`src/rtl/vc_tdm_mux_sched.sv`:
```
// vc_tdm_mux_sched: fixed round-robin TDM scheduler sharing one val/rdy
// channel between p_nreqs requesters in separate security domains.
//
// Ports:
//   clk        rising-edge clock
//   reset_n    asynchronous active-low reset
//   en         scheduler enable; low parks the slot at requester 0
//   in_val     per-requester valid (bit i = requester i)
//   in_rdy     per-requester ready; only the slot owner is ever granted
//   out_val    downstream valid (owner's in_val, gated)
//   out_rdy    downstream ready
//   sel        current slot owner, drives the data mux select
//   slot_last  high in the final cycle of the current slot
//
// Optional feature macro: VC_TDM_GUARD_EN makes the last cycle of every
// slot a dead cycle so downstream pipelines settle between domains.

module vc_tdm_mux_sched #(
    parameter int p_nreqs       = 2,
    parameter int p_slot_cycles = 4,
    parameter int p_sel_nbits   = 1,
    parameter int p_cnt_nbits   = 2
) (
    input  logic                   clk,
    input  logic                   reset_n,
    input  logic                   en,
    input  logic [p_nreqs-1:0]     in_val,
    output logic [p_nreqs-1:0]     in_rdy,
    output logic                   out_val,
    input  logic                   out_rdy,
    output logic [p_sel_nbits-1:0] sel,
    output logic                   slot_last
);

    localparam logic [p_sel_nbits-1:0] LastOwner = p_sel_nbits'(p_nreqs - 1);
    localparam logic [p_cnt_nbits-1:0] LastCnt   = p_cnt_nbits'(p_slot_cycles - 1);
    localparam int                     ValW      = 2 ** p_sel_nbits;

    logic [p_sel_nbits-1:0] owner_q, owner_d;
    logic [p_cnt_nbits-1:0] cnt_q, cnt_d;
    logic                   at_last;
    logic                   guard;
    logic                   act;
    logic [ValW-1:0]        val_ext;

    assign at_last = (cnt_q == LastCnt);

`ifdef VC_TDM_GUARD_EN
    assign guard = at_last;
`else
    assign guard = 1'b0;
`endif

    // reset_n is folded in so every output reads 0 while reset is held,
    // even with en high and requests pending.
    assign act = reset_n & en & ~guard;

    // Pad in_val to a power of two so indexing by owner is always in range.
    always_comb begin
        val_ext = '0;
        val_ext[p_nreqs-1:0] = in_val;
    end

    assign sel       = owner_q;
    assign out_val   = act & val_ext[owner_q];
    assign slot_last = reset_n & en & at_last;

    // Grant depends on out_rdy only, never on in_val.
    always_comb begin
        in_rdy = '0;
        for (int i = 0; i < p_nreqs; i++) begin
            in_rdy[i] = act & out_rdy & (owner_q == p_sel_nbits'(i));
        end
    end

    // Slot timing ignores traffic entirely; disable wins over slot advance.
    always_comb begin
        owner_d = owner_q;
        cnt_d   = cnt_q;
        if (!en) begin
            owner_d = '0;
            cnt_d   = '0;
        end else if (at_last) begin
            cnt_d   = '0;
            owner_d = (owner_q == LastOwner) ? '0
                                             : owner_q + p_sel_nbits'(1);
        end else begin
            cnt_d = cnt_q + p_cnt_nbits'(1);
        end
    end

    always_ff @(posedge clk or negedge reset_n) begin
        if (!reset_n) begin
            owner_q <= '0;
            cnt_q   <= '0;
        end else begin
            owner_q <= owner_d;
            cnt_q   <= cnt_d;
        end
    end

endmodule

```
`config.mk`:
```
export PLATFORM = sky130hd
export DESIGN_NAME = vc_tdm_mux_sched
export DESIGN_NICKNAME = d
export VERILOG_FILES = /design/src/rtl/vc_tdm_mux_sched.sv
export SDC_FILE = /design/constraint.sdc
export NUM_CORES = 1
export LEC_CHECK = 0
export BUFFER_PORTS_ARGS = -buffer_cell sky130_fd_sc_hd__clkbuf_2
export CAP_MARGIN = 30
export CORE_AREA = 2 2 39 41
export DETAILED_ROUTE_END_ITERATION = 8
export DIE_AREA = 0 0 41 43
export PLACE_DENSITY = 0.4
export SETUP_SLACK_MARGIN = 0.02
export SLEW_MARGIN = 20
export SYNTH_ARGS = -nofsm -noshare
export SYNTH_HDL_FRONTEND = slang
export SYNTH_SLANG_ARGS = --single-unit
```
`constraint.sdc`:
```
create_clock -name clk -period 2.2 [get_ports clk]
set_input_delay 0.22 -clock clk [delete_from_list [all_inputs] [get_ports clk]]
set_output_delay 0.22 -clock clk [all_outputs]
set_load 0.02 [all_outputs]
```
Word-level counts from Yosys, hierarchy flattened
Cells that the tools add are included.
Storage, ports and cells
  bits in registers: 3
  latch bits: 0
  RAM bits: 0
  bits in read-only memories: 0
  output and inout bits: 5
  memories kept: 0
Operators by class
  add/subtract/negate cells: 2
  multiply operators: 0
  divide/modulo/power cells: 0
  $lt $le $gt $ge: 1
  equal/unequal tests: 2
  shifts and indexed selects: 0
  mux-type cells: 7
  bitwise operators: 7
  reduce and logical (&&, ||, !) cells: 0
Operators with widths (number)
  $and A1 B1 Y1: 6
  $mux W1: 5
  $mux W2: 2
  $add A2 B1 Y2 const B: 1
  $eq A2 B2 Y1 const B: 1
  $lt A1 B2 Y1 const B: 1
  $ne A2 B1 Y1 const B: 1
  $add A1 B1 Y1 const B: 1
  $not A1 Y1: 1

Depth between registers and ports, before layout
Gate-level depths: netlist (run 1).
  word-level depth: 4
  depth in mapped cells: 3
  depth with buffers taken out: 3

Least setup slack after synthesis (run 1)
Ideal clock, no wire load.
  kind: reg2out
  start: register owner_q (netlist: sel)
  end: output out_val
  data arrival time: 0.922 ns
  data required time: 1.980 ns
  setup slack: 1.058 ns
  stages on the path, launching flop included: 3
  cells stage by stage: dfrtp_1 > mux2i_1 > nor2_1
Between the ends
  longest elaborated chain between the ends: 3
Ends and longest elaborated chain
  from (decl): line 39  | logic [p_sel_nbits-1:0] owner_q, owner_d;
  from (signal assigned): line 97  | owner_q <= owner_d;
  $mux W1 (not written as such) (2 in series): line 65  | assign out_val = act & val_ext[owner_q];
  $and A1 B1 Y1: line 65
  to (decl): line 29  | output logic out_val,
No other way between the ends. The select of a mux whose other input is x is not followed.

Worst setup path after layout (run 1)
  start: input reset_n
  end: output in_rdy[0]
Between the ends
  longest elaborated chain between the ends: 3
Ends and longest elaborated chain
  from (decl): line 25  | input logic reset_n,
  $and A1 B1 Y1: line 56  | assign act = reset_n & en & ~guard;
  $and A1 B1 Y1 (2 in series): line 72  | in_rdy[i] = act & out_rdy & (owner_q == p_sel_nbits'(i));
  to (decl): line 28  | output logic [p_nreqs-1:0] in_rdy,
No other way between the ends.

==> impl_metrics.py, run 1 <==
metrics = {
    "cells_and_area": {
        "register_area_um2": 75.1,
        "nets": 39,
        "antenna_cells": 0,
        "final_common_cell": "clkbuf_2",
        "fillers": 154,
        "area_delta_synth_final_pct": 68.0,
        "multiInputGateArea_um2": 77.6,
        "drive_gt1_share_pct": 41.9,
        "final_cell_mix": "clkbuf_2 (10), nor2_1 (3), clkbuf_4 (3), dfrtp_1 (3), and2_1 (2)",
        "utilization_pct": 19.0,
    },
    "floorplanning": {
        "io_pins": 11,
        "rows": 14,
        "start_util_pct": 11.3,
        "die_x_um": 41,
        "dieArea_um2": 1760,
        "core_um2": 1380,
        "die_h_um": 43,
    },
    "detailed_routing": {
        "wirelength_met1_um": 162,
        "drc": 0,
        "route.met2.wl_um": 129,
        "viasPerCell": 3.32,
        "detail_route.first_pass.iterations": 2,
        "ant_nets": 0,
        "route.met3.wl_um": 72,
        "via_count": 156,
        "wire_per_inst_um": 7.77,
        "drt_wl_total_um": 365,
        "drt_iter0_markers": 3,
        "highest_layer": "met3",
    },
    "timing": {
        "finalSetupViolCount": 0,
        "hold_viol": 0,
        "maxSlewHeadroom_pct": 87.2,
        "rsz0062_at_grt": "no",
        "fmax_mhz": 660,
        "maxSlewViolCount": 0,
        "worst_pin_slew_ns": 0.192,
        "finClkSkew_ns": 0.0000614,
        "finalSetupTns_ns": 0,
        "fin_crit_ns": 1.52,
        "fin_crit_sh_pct": 68.9,
    },
    "critical_path": {
        "cpLargestDelayFamily": "buffers and inverters",
        "ff2ff_setup_slack_ns": 1.18,
        "crit_buf_inv": 3,
        "crit_path_max_incr_delay_ns": 0.52,
        "required_ns": 1.98,
        "critPathKind": "in -> out",
        "arrival_ns": 1.30,
        "crit_fanout": 6,
        "end_kind": "output pin",
        "crit_path_frequent_cell": "clkbuf_2",
        "startpoint_type": "primary input",
        "cp_cell_sequence": "dlygate4sd3_1 > clkbuf_2 > nand3_1 > nor2_1 > clkbuf_2",
        "crit_path_top_delay_cell": "dlygate4sd3_1",
    },
    "synth": {
        "avgSynthCellArea_um2": 9.78,
        "synth_cells": 16,
        "ys_ff_latch": 3,
        "synth_top_family_by_area": "simple AND/OR/NAND/NOR gates",
        "yosys.area.top_type": "dfrtp_1",
        "synth_mux_area_share_pct": 6.40,
        "synth-simple-area-share_pct": 29.6,
        "synth-adder-area-share_pct": 8.00,
        "yosysUniqueCellTypes": 11,
        "yosys_warnings": 0,
        "synth_top_area_share_pct": 48.0,
        "syn_area_um2": 156,
        "syn-num-nets": 23,
        "synth_sequential_area_ratio_pct": 48.0,
        "synth_xor_area_share_pct": 5.60,
        "synth-compound-area-share_pct": 0,
        "synth.area.top_cells": "dfrtp_1 (48%), and2_1 (8.0%), ha_1 (8.0%), nor2_1 (7.2%), mux2i_1 (6.4%)",
    },
    "cts": {
        "clock_sinks": 3,
        "cts_tree": "done",
        "cts_resized": 0,
        "post_cts_buffers": 0,
        "clock_path_buffers": 2,
        "root_buffer": "clkbuf_4",
        "clk_latency_ns": 0.23,
        "htreeDepth": 1,
        "clkTransAtPathRegs_ns": 0.03,
        "cts_buffers": 3,
    },
    "worst_hold_path": {
        "min_path_type": "in -> reg",
    },
    "power": {
        "vdd_ir_drop_max_uv": 170,
        "power.density_nw_per_um2": 716,
        "leakagePower_nw": 0.146,
    },
    "status": {
        "status": "finished clean",
    },
    "global_route": {
        "antenna_found_initial": 0,
        "grt_max_degree": 7,
        "grt_pass1_vias": 134,
        "grt_pass1_wl_um": 510,
        "track_usage_pct": 5.03,
        "globalRouteOverflowTotal": 0,
    },
    "place": {
        "io_buffers": 10,
        "gp_congestion": 0.610,
    },
    "run": {
        "maxCapViolCount": 0,
    },
}
cells in the mapped netlist, drive strengths merged:
cell and number:
dfrtp 3, mux2i 1, xor2 1, and3 1, ha 1, inv 1
nand2 1, and2 2, nor2 3, nand3 1, nor3b 1
where the power goes:
part	switching (W)	internal, W
clock network	0.0000260	0.0000678
logic	0.0000151	0.0000139
registers	0.00000410	0.0000613
routing by layer:
metal / GRT usage [%] / vias up
met5: 0 / -
met4: 4.00 / 0
met3: 5.24 / 0
met2: 5.94 / 11
met1: 4.85 / 62
li1: - / 83
state kept, by name, summed over array words and instances, names as in the netlist:
| name | count |
|---|---|
| sel | 1 |
| cnt_q | 2 |
cells by family (layout without fill, tap and decap cells):
family	after synthesis	in the layout
and+or+nand+nor	9	9
adders and majority gates	1	1
muxes	1	1
buffers and inverters	1	16
xor gates and xnor gates	1	1
DFF	3	3
path summary, 6_finish.rpt:
path,start,to,cells past startpoint
max in group asynchronous,reset_n,sel,2
min in group asynchronous,reset_n,cnt_q[1],2
worst max-delay path,reset_n,in_rdy[0],5
worst min register to register,cnt_q[0],cnt_q[0],1
worst max register to register,cnt_q[0],sel,3
worst min-delay path,en,sel,2
layout make-up:
class | count | share of cell area (%)
well taps | 16 | 7.62
flip-flops and latches | 3 | 28.6
repair buffers | 11 | 22.9
inverters | 1 | 1.43
clock buffers | 4 | 10.0
multi-input cells | 12 | 29.5
through the flow:
step                 power, W  cells  setup slack (ns)  hold WS, ns  instance area (µm²)
floorplan           0.0000813     16              1.06      -0.0756                  156
global placement    0.0000949     42              1.07       0.0439                  226
detailed placement  0.0000940     42              1.06       0.0410                  226
CTS                  0.000195     47             0.656        0.280                  263
global route         0.000202     47             0.575        0.294                  263
finish               0.000188     47             0.685        0.288                  263
repair_timing:
action                     4_1_cts  5_1_grt
setup endpoints to repair        0        0
hold endpoints to repair         3        0
hold buffers                     1        0
Power figures use the tool's default switching activity.
==> run 2: changes to the inputs <==
- ABC_AREA: not set -> 1
- PLACE_DENSITY: 0.4 -> 0.42
- clock period: 2.2 -> 1.21 ns (I/O delays scaled with it)
==> run 2 against run 1 <==
Clock power is 81% higher. First-iteration DRC count decreased by 33%. Routed wire length up 8.5%. Non-clock buffer count is 1 higher. Via count is 28% higher. Critical path depth decreased by 1. Critical path type is now reg -> out. Highest routed layer unchanged.
==> impl_metrics.py, run 2 <==
metrics = {
    "status": {
        "status": "finished clean",
    },
    "detailed_routing": {
        "via_count": 200,
        "viasPerCell": 3.57,
        "drt_iter0_markers": 2,
        "drc": 0,
        "ant_nets": 0,
        "detail_route.first_pass.iterations": 2,
        "drt_wl_total_um": 396,
        "wire_per_inst_um": 7.07,
    },
    "cells_and_area": {
        "drive_gt1_share_pct": 65.0,
        "area_delta_synth_final_pct": 91.3,
        "nets": 48,
        "regMostFlops": "cnt_q",
        "antenna_cells": 0,
        "final_common_cell": "clkbuf_2",
        "design_area_um2": 330,
        "largest_register_ffs": 2,
    },
    "timing": {
        "maxSlewViolCount": 0,
        "worst_hold_slack_ns": 0.154,
        "finalSetupTns_ns": 0,
        "worst_pin_slew_ns": 0.153,
        "fin_crit_ns": 1.15,
        "maxSlewHeadroom_pct": 89.8,
        "worst_slack_ns": 0.0622,
        "fmax_mhz": 871,
        "fin_crit_sh_pct": 94.9,
        "rsz0062_at_grt": "yes",
        "hold_viol": 0,
        "finalSetupViolCount": 0,
        "finClkSkew_ns": 0.00223,
    },
    "critical_path": {
        "cpLargestDelayFamily": "flip-flops",
        "worstRegToRegCells": 4,
        "end_kind": "output pin",
        "arrival_ns": 1.03,
        "crit_fanout": 3,
        "crit_path_top_delay_cell": "dfrtp_1",
        "reg2reg_from": "cnt_q[0]",
        "required_ns": 1.09,
        "crit_buf_inv": 2,
        "critPathKind": "reg -> out",
        "startpoint_type": "flip-flop",
        "cp_cell_sequence": "ha_2 > inv_2 > nor2_4 > buf_6",
        "ff2ff_setup_slack_ns": 0.36,
        "crit_path_max_incr_delay_ns": 0.37,
        "reg2reg_to": "sel",
    },
    "synth": {
        "synth_cells": 24,
        "syn_area_um2": 173,
        "synth.area.top_cells": "dfrtp_1 (43%), inv_1 (11%), nand2_1 (11%), ha_1 (7.2%), nor2_1 (6.5%)",
        "yosys_warnings": 0,
        "ys_ff_latch": 3,
        "yosysUniqueCellTypes": 10,
        "async_flop_share_pct": 100,
        "synth_commonest_cells": "inv_1 (5), nand2_1 (5), dfrtp_1 (3), nor2_1 (3)",
        "synth_top_area_share_pct": 43.5,
        "syn-num-nets": 31,
        "synth_edf_count": 0,
        "avgSynthCellArea_um2": 7.19,
        "synth_sequential_area_ratio_pct": 43.5,
        "yosys.area.top_type": "dfrtp_1",
        "ys.flop_type": "dfrtp_1",
    },
    "power": {
        "pwr-share-clk_pct": 47.0,
        "swShare_pct": 26.1,
        "p_int_w": 0.000267,
        "power.total_w": 0.000362,
        "vdd_ir_drop_max_uv": 468,
        "netSwitchingPower_w": 0.0000944,
        "share_seq_of_total_power_pct": 33.1,
        "leakagePower_nw": 0.175,
        "power.density_nw_per_um2": 1100,
        "pwr-share-comb_pct": 19.9,
    },
    "place": {
        "dpl_worst_slack_ns": 0.219,
        "dp_hpwl_um": 311,
        "io_buffers": 10,
        "gp_congestion": 0.678,
        "dpl_cell_area_um2": 248,
    },
    "worst_hold_path": {
        "hp-start": "en",
        "worst_hold_path.num_cells": 3,
        "min_to": "cnt_q[1]",
        "min_path_type": "in -> reg",
    },
    "global_route": {
        "grt_pass1_wl_um": 710,
        "grt_max_degree": 7,
        "grt_pass1_vias": 205,
        "globalRouteOverflowTotal": 0,
        "antenna_found_initial": 0,
        "track_usage_pct": 6.24,
    },
    "cts": {
        "root_buffer": "clkbuf_4",
        "cts_tree": "done",
        "clock_sinks": 3,
        "htreeDepth": 1,
        "clk_latency_ns": 0.23,
        "clock_path_buffers": 2,
        "clkTransAtPathRegs_ns": 0.03,
        "cts_buffers": 3,
    },
    "floorplanning": {
        "start_util_pct": 12.5,
        "rows": 14,
        "core_um2": 1380,
        "io_pins": 11,
        "die_h_um": 43,
        "die_x_um": 41,
        "dieArea_um2": 1760,
    },
    "run": {
        "maxCapViolCount": 0,
    },
}
run 2: changes by cell type after synthesis:
| cell | delta |
|---|---|
| nand3_1 | +1 |
| nor3b_1 | -1 |
| nand2_2 | +1 |
| nor3_1 | +2 |
| nor2_2 | +1 |
| nand2_1 | +4 |
| xor2_1 | -1 |
| inv_2 | +1 |
| inv_1 | +4 |
| and3_1 | -1 |
| mux2i_1 | -1 |
| and2_1 | -2 |
run 2: metrics by stage:
step	cells	util, %
after detailed placement	50	17.9
final	56	23.9
after global routing	56	23.9
after global placement	50	17.9
after floorplan	24	-
after CTS	55	21.7
run 2: worst max path at each step:
stage | endpoint | slack [ns] | start | cells after the start
floorplan | in_rdy[0] | 0.07 | sel | 1
global placement | slot_last | 0.22 | cnt_q[0] | 4
detailed placement | in_rdy[1] | 0.22 | sel | 3
CTS | slot_last | 0.03 | cnt_q[0] | 4
global route | out_val | -0.005 | sel | 4
finish | slot_last | 0.06 | cnt_q[0] | 4
run 2: power groups by stage:
stage,Sequential (W),Clock (W),Combinational [W]
detailed placement,0.000119,0,0.0000570
global placement,0.000119,0,0.0000565
finish,0.000120,0.000170,0.0000721
floorplan,0.000121,0,0.0000319
global route,0.000122,0.000193,0.0000832
CTS,0.000120,0.000180,0.0000632
run 2: final cells by class:
type	instances	area, µm²
Fill cell	160	1050
Multi-Input combinational cell	15	100
Timing Repair Buffer	12	85.1
Sequential cell	3	76.3
Clock buffer	4	26.3
Inverter	6	22.5
Tap cell	16	20.0
run 2: per-layer routing:
metal  routed length [µm]  vias to the layer above  global-route usage (%)
li1                     -                      105                       -
met1                  167                       90                    6.47
met2                  207                        5                    9.38
met3                   21                        0                    1.57
met4                    0                        0                    6.00
met5                    0                        -                       0
run 2: cell families (layout without fill, tap and decap cells):
| group | Yosys count | count (layout) | synth area share, % |
|---|---|---|---|
| buffers and inverters | 6 | 22 | 13.0 |
| flip-flops | 3 | 3 | 43.5 |
| adder cells (fa/ha/maj) | 1 | 1 | 7.25 |
| AND/OR/NAND/NOR | 14 | 14 | 36.2 |
run 2: repair_timing:
item / 4_1_cts / 5_1_grt
hold buffers: 1 / 0
hold endpoints to repair: 3 / 0
gates resized for setup: 8 / 11
setup buffers: 0 / 1
endpoints found under the setup margin: 3 / 4
pin swaps: 2 / 5
run 2: tightest hold or removal path, delay by kind of cell:
| kind | cells | cell delay, ns |
|---|---|---|
| AND/OR/NAND/NOR | 1 | 0.07 |
| buffers and inverters | 2 | 0.15 |
